===== config.mk =====
export PLATFORM = sky130hd
export DESIGN_NAME = lut_neuron_layer_pipe
export DESIGN_NICKNAME = d
export VERILOG_FILES = /design/src/rtl/lut_neuron_layer_pipe.sv
export SDC_FILE = /design/constraint.sdc
export NUM_CORES = 1
export LEC_CHECK = 0
export CORE_UTILIZATION = 40
export CTS_BUF_LIST = sky130_fd_sc_hd__clkbuf_4 sky130_fd_sc_hd__clkbuf_8
export DETAILED_ROUTE_END_ITERATION = 6
export PLACE_DENSITY = 0.65
export RECOVER_POWER = 100
export SKIP_LAST_GASP = 1
export SYNTH_ARGS = -nofsm -noshare
export SYNTH_HDL_FRONTEND = slang
export SYNTH_SLANG_ARGS = --single-unit

===== constraint.sdc =====
create_clock -name clk -period 2.41 [get_ports clk]
set_input_delay 0.3615 -clock clk [delete_from_list [all_inputs] [get_ports clk]]
set_output_delay 0.3615 -clock clk [all_outputs]
set_load 0.02 [all_outputs]

===== src/rtl/lut_neuron_layer_pipe.sv =====
// Layer of NEURONS LUT neurons with runtime-loadable truth tables and a one-cycle valid/ready lookup stage.
// Optional build macro LUT_PARITY_EN adds a per-entry even-parity bit and a sticky par_err output.
module lut_neuron_layer_pipe #(
    parameter int NEURONS  = 4,
    parameter int IN_BITS  = 8,
    parameter int OUT_BITS = 1,
    parameter int NW       = (NEURONS > 1) ? $clog2(NEURONS) : 1
) (
    input  logic                         clk,
    input  logic                         rst,
    input  logic                         cfg_we,
    input  logic [NW-1:0]                cfg_neuron,
    input  logic [IN_BITS-1:0]           cfg_addr,
    input  logic [OUT_BITS-1:0]          cfg_data,
    input  logic                         cfg_done,
    input  logic                         cfg_reload,
    output logic                         cfg_err,
    output logic                         run,
    input  logic                         s_valid,
    output logic                         s_ready,
    input  logic [NEURONS*IN_BITS-1:0]   s_data,
    output logic                         m_valid,
    input  logic                         m_ready,
    output logic [NEURONS*OUT_BITS-1:0]  m_data
`ifdef LUT_PARITY_EN
    ,
    output logic                         par_err
`endif
);

    localparam int IW    = (NEURONS > 1) ? $clog2(NEURONS) : 1;
    localparam int DEPTH = 1 << IN_BITS;
`ifdef LUT_PARITY_EN
    localparam int EW = OUT_BITS + 1;
`else
    localparam int EW = OUT_BITS;
`endif

    typedef enum logic [1:0] {LOAD, RUN, DRAIN} state_t;

    state_t state;
    state_t state_next;

    logic [EW-1:0]               mem [NEURONS][DEPTH];
    logic [EW-1:0]               wr_entry;
    logic [NEURONS*OUT_BITS-1:0] lut_out;
    logic                        cfg_legal;
    logic                        wr_en;
    logic                        accept;

    function automatic logic even_par(input logic [OUT_BITS-1:0] d);
        return ^d;
    endfunction

    always_ff @(posedge clk) begin
        if (rst) state <= LOAD;
        else     state <= state_next;
    end

    // DRAIN waits until the last pending output has been taken downstream.
    always_comb begin
        state_next = state;
        s_ready    = 1'b0;
        run        = 1'b0;
        case (state)
            LOAD: begin
                if (cfg_done) state_next = RUN;
            end
            RUN: begin
                run     = 1'b1;
                s_ready = !m_valid | m_ready;
                if (cfg_reload) state_next = DRAIN;
            end
            DRAIN: begin
                if (!m_valid) state_next = LOAD;
            end
            default: state_next = LOAD;
        endcase
    end

    assign accept    = s_valid & s_ready;
    assign cfg_legal = (int'(cfg_neuron) < NEURONS);
    assign wr_en     = (state == LOAD) & cfg_we & cfg_legal;
`ifdef LUT_PARITY_EN
    assign wr_entry = {even_par(cfg_data), cfg_data};
`else
    assign wr_entry = cfg_data;
`endif

    // Table RAM is deliberately not reset so tables survive rst.
    always_ff @(posedge clk) begin
        if (wr_en) mem[cfg_neuron[IW-1:0]][cfg_addr] <= wr_entry;
    end

`ifdef LUT_PARITY_EN
    logic [NEURONS-1:0] par_bad;
`endif

    for (genvar g = 0; g < NEURONS; g++) begin : g_lut
        logic [EW-1:0] entry;
        assign entry = mem[g][s_data[g*IN_BITS +: IN_BITS]];
        assign lut_out[g*OUT_BITS +: OUT_BITS] = entry[OUT_BITS-1:0];
`ifdef LUT_PARITY_EN
        assign par_bad[g] = entry[OUT_BITS] ^ even_par(entry[OUT_BITS-1:0]);
`endif
    end

    // Lookup stage boundary: registered neuron outputs.
    always_ff @(posedge clk) begin
        if (rst) begin
            m_valid <= 1'b0;
            m_data  <= '0;
        end else if (accept) begin
            m_valid <= 1'b1;
            m_data  <= lut_out;
        end else if (m_ready) begin
            m_valid <= 1'b0;
        end
    end

    always_ff @(posedge clk) begin
        if (rst)                           cfg_err <= 1'b0;
        else if (cfg_we && (state != LOAD || !cfg_legal)) cfg_err <= 1'b1;
    end

`ifdef LUT_PARITY_EN
    always_ff @(posedge clk) begin
        if (rst)                      par_err <= 1'b0;
        else if (accept && |par_bad)  par_err <= 1'b1;
    end
`endif

endmodule


### Word level (Yosys, flattened, before mapping)

Memories as Yosys holds them, arrays and structs flattened.
Cells that the tools add are included.

| word-level totals | value |
|---|---|
| flip-flop bits (word level) | 8 |
| RAM bits | 1024 |
| output and inout bits | 8 |
| word-level logic and storage cells | 55 |
| memories | 1 |

| operators by class | value |
|---|---|
| order comparisons | 6 |
| equality and inequality tests | 5 |
| muxes and demuxes | 24 |
| bitwise gates (word level) | 8 |
| reduce and logical (&&, ||, !) cells | 7 |

Memories:

| name | depth | width | rd ports | clocked after memory_dff | write ports | RTL line | RTL |
|---|---|---|---|---|---|---|---|
| mem | 4 | 256 | 4 | 0 | 1 | 44 | `logic [EW-1:0] mem [NEURONS][DEPTH];` |

Operators by type and width:

| cell | count |
|---|---|
| $mux W256 | 1 |
| $ge A9 B9 Y1 const B | 5 |
| $not A8 Y9 | 5 |
| $bmux W1 S8 | 4 |
| $mux W1 | 14 |
| $lt A9 B1 Y1 const B | 1 |
| $demux W1 S8 | 1 |
| $mux W2 | 3 |
| $ne A2 B2 Y1 const B | 3 |
| $pmux W2 S3 | 1 |
| $reduce_bool A2 Y1 | 2 |
| $reduce_and A3 Y1 | 1 |
| $and A1 B1 Y1 | 2 |
| $eq A2 B1 Y1 const B | 1 |
| $eq A2 B2 Y1 const B | 1 |
| $logic_and A1 B1 Y1 | 2 |
| $logic_not A2 Y1 | 1 |
| $logic_not A1 Y1 | 1 |
| $or A1 B1 Y1 | 1 |

### Depth between registers and ports, before layout

| depth | value |
|---|---|
| depth after elaboration | 6 |
| mapped depth | 10 |

### Least setup slack after synthesis

OpenSTA, ideal clock, no wires.

| path | value |
|---|---|
| path type | input to register |
| start point | in s_data[24] |
| end point | reg m_data[3] |
| setup time | 128 ps |
| arrival | 1944 ps |
| required time | 2282 ps |
| path slack | 338 ps |
| stages | 7 |
| cells stage by stage | buf_6 -> mux4_1 -> mux4_2 -> nand2b_1 -> and4_1 -> o31ai_1 -> o32ai_1 |

| on the way | value |
|---|---|
| longest elaborated chain between the ends | 4 |

RTL lines:

| item | RTL line | RTL |
|---|---|---|
| start, declared | 21 | `input logic [NEURONS*IN_BITS-1:0] s_data,` |
| $not A8 Y9 (implied by the code) | 101 | `assign entry = mem[g][s_data[g*IN_BITS +: IN_BITS]];` |
| $bmux W1 S8 | 101 |  |
| $mux W1 (implied by the code) (2 in a row) | 101 |  |
| end signal, assigned | 115 | `m_data <= lut_out;` |
| end, declared | 24 | `output logic [NEURONS*OUT_BITS-1:0] m_data` |

Every way passes these cells. The select of a mux whose other input is x is not followed.
A chain may end at the register's enable or synchronous reset.

### Worst setup path after layout

| path | value |
|---|---|
| start point | reg m_data[3] |
| end point | out m_data[3] |

No word-level cell between the ends.

==> results by group <==
Timing
  • Pins Over Slew Limit: ~80
  • Final WS setup: around 0.084 ns
  • Setup tns final: 0 ns
  • RSZ-0062 raised after global routing: no
  • Final Cycle Share: 96.5%
  • Tmin final: 2.33 ns
  • Worst slew margin: -4.36%
  • Slew @ Worst Pin: between 1.5 and 2 ns
  • Hold slack: between 0.15 and 0.2 ns
  • # setup viols final: 0
  • Max Fclk: roughly 430 MHz
  • Clk_skew: 0.0416 ns
  • Hold Violations, Final: 0

Global routing
  • Number of global-route vias before repair: 28332
  • Total track usage: 20.6%
  • Global-route wire length before repair: ~170000 um
  • Largest net degree at the start of global routing: 150
  • Congestion Overflow GR: 0
  • Initial antenna violation count: 6

Logic synthesis
  • Synthesis Warnings: 0
  • Post-synthesis sequential area ratio: 68.7%
  • Synth Instances: 3167
  • Synth Register Bits: 1032
  • Number of flops mapped to enable cells by yosys: 1024
  • Area leader, netlist: edfxtp_1
  • Area share of the largest cell type after synthesis: 68.4%
  • Main flop type after synthesis: edfxtp_1
  • Ranking of synthesized cells by area: edfxtp_1 (68%), mux4_2 (9.4%), nor2_1 (8.7%)
  • Avg Cell Area, Syn: 14.2 um^2
  • Syn Std Cell Area: about 45000 um^2
  • Count of cell types in the netlist: 56
  • Post-synth ARST share: 0%
  • Synth Net Count: ~3200

Worst setup path
  • Arr. time, crit path: 1.96 ns
  • Startpoint Class: flip-flop
  • Crit-path max FO: 4
  • FF-to-FF setup slack: around 0.17 ns
  • Max incr delay on CP: 0.67 ns
  • Register-to-Register Path Depth: 6
  • CP cell instances: clkdlybuf4s50_1
  • Buf/Inv on CP: 1
  • Crit Path Class: reg2out
  • Req. time, crit path: 2.05 ns
  • Crit path from: m_data[3]
  • Delay-heaviest family, CP: buffers and inverters
  • Slowest cell on the critical path: clkdlybuf4s50_1
  • Crit path to: m_data[3]
  • Critical Path End Type: output port
  • RR Startpoint: state[0]
  • Crit path depth: 1
  • R2r endpoint: mem[2][172]

Power
  • Clk pwr share: 40.5%
  • Sw Pwr: roughly 8.2 mW
  • Total internal power: 28.7 mW
  • Power share of the sequential group: 53.5%
  • Sw frac: 22.2%
  • Combinational fraction of design power: ~6%
  • Leak: 16.4 nW
  • Pwr/cell area: 702 nW/um^2
  • Worst vdd ir: 0.556 mV

Finish
  • Most frequent cells in the layout: nor2_1 (1048), edfxtp_1 (1024), mux4_2 (188)
  • Commonest non-fill, non-tap cell in the layout: nor2_1
  • Nets@finish: approximately 3500
  • Ratio of cells with drive above 1 in the final layout: 21.6%
  • Area Overhead vs Synth: 16.9%

Clock network
  • Root buf cell: clkbuf_8
  • Reg clk slew, reported paths: ~0.060 ns
  • CTS H-tree lvls: 4
  • CTS sink cnt: 1032
  • Post-CTS Setup Repair Bufs: 0
  • Clk_lat worst skew: approximately 0.83 ns
  • CTS max path bufs: 3
  • TritonCTS clock tree: done
  • CTS Buf Count: 165

Floorplanning
  • Cell Rows: 122
  • Core area: 111000 um^2
  • Die height: ~340 um
  • Initial Utilization: 40.5%
  • Area of the die: 114000 um^2
  • I/O Pins: 58
  • Chip Width: 337 um

Drt
  • Initial drt markers: around 3100
  • DRC viols: 0
  • DR WL/cell: 22.9 um
  • Vias per inst: ~5.5
  • Routed WL: about 120000 um
  • Number of iterations in the first detailed-routing pass: 6
  • Antenna-violating nets left: 0
  • Via Count: about 28000

Placed design
  • Buffers added on ports: 57
  • Hpwl dp: 69500 um
  • Routability Congestion: about 0.84
  • Dpl ws: -0.146 ns

Outcome
  • Failing checks: max-capacitance violations, max-slew violations
  • Status: finished, violations left

Worst hold path
  • Worst min-delay path category: in2reg

Job
  • Number of max-cap violations: 1
state kept, by name, indices dropped and copies added, names as in the netlist:
register / count
mem: 1024
m_data: 4
state: 2
cfg_err: 1
m_valid: 1
synthesized netlist by cell type, types with 4 or more instances:
master / count
a2111oi_0: 6
a211oi_1: 4
a21boi_0: 6
a21o_1: 4
a21oi_1: 25
a22o_1: 4
a22oi_1: 24
a31oi_1: 10
a41oi_1: 4
and2_1: 9
and4_1: 4
buf_2: 28
buf_4: 24
buf_6: 12
clkbuf_1: 195
clkinv_1: 7
dfxtp_1: 8
edfxtp_1: 1024
inv_1: 6
mux2_2: 10
mux2i_1: 103
mux4_1: 24
mux4_2: 188
nand2_1: 140
nand2b_1: 22
nand3_1: 35
nand4_1: 6
nor2_1: 1048
nor2b_1: 19
nor3_1: 32
nor3b_1: 4
nor4_1: 4
o211ai_1: 9
o21ai_0: 13
o221ai_1: 35
o22ai_1: 21
o31a_1: 4
o31ai_1: 10
o32ai_1: 7
power by group through the flow:
stage / registers [mW] / clock network (mW) / logic, mW
after global placement: 20.1 / 0 / 2.22
final: 19.8 / 14.9 / 2.20
after CTS: 19.7 / 15.3 / 2.25
after global routing: 19.7 / 16.0 / 2.34
after detailed placement: 20.1 / 0 / 2.24
after floorplan: 20.1 / 0 / 1.11
routing by layer:
metal / GRT usage (%) / share of wire [%] / wire [um]
met1: 27.7 / 41 / 47500
met2: 33.7 / 48 / 55800
met3: 4.37 / 8.5 / 9870
met4: 5.65 / 1.9 / 2230
met5: 0 / 0.034 / 39
how the worst min path moves through the flow:
stage / from / end / depth (start not counted) / slack (ns)
after floorplan: rst / cfg_err / 1 / 0.43
after global routing: rst / m_valid / 2 / 0.16
after detailed placement: cfg_err / cfg_err / 2 / 0.47
after global placement: cfg_err / cfg_err / 2 / 0.46
after CTS: cfg_done / state[0] / 3 / 0.11
final: cfg_reload / state[1] / 3 / 0.17
worst min-delay path, stage by stage:
cell	delay, ns
clkdlybuf4s50_1	0.42
a2bb2oi_1	0.13
nor2_1	0.04
final cells by class:
class                           count  area (um^2)
Antenna cell                        1         2.50
Multi-Input combinational cell   1857        12900
Tap cell                         1488         1860
Timing Repair Buffer              350         3590
Inverter                           14         52.6
Clock buffer                      231         2820
Clock inverter                     67          443
Sequential cell                  1032        30900
Fill cell                        9713        58600
timing repair:
action | 4_1_cts | 5_1_grt
setup endpoints to repair | 2 | 2
resized for setup | 4 | 4
hold endpoints to repair | 21 | 0
hold buffers | 1 | 0
cells by family after synthesis:
kind of cell / after synthesis / share of synthesized area [%]
buffers and inverters: 278 / 2.87
DFF: 1032 / 68.7
AOI/OAI and AO/OA: 203 / 3.31
and+or+nand+nor: 1329 / 11.7
muxes: 325 / 13.4
stage by stage:
| step | util (%) | cell area [um^2] | std cells | total power, mW |
|---|---|---|---|---|
| finish | 47.3 | 52600 | 5040 | 36.9 |
| CTS | 47.7 | 53000 | 5039 | 37.3 |
| floorplan | - | 45000 | 3167 | 21.2 |
| global placement | 44.8 | 49800 | 4740 | 22.3 |
| global route | 47.3 | 52600 | 5040 | 38.1 |
| detailed placement | 44.8 | 49800 | 4740 | 22.4 |
Note: power is estimated with default switching activity, not from simulation.
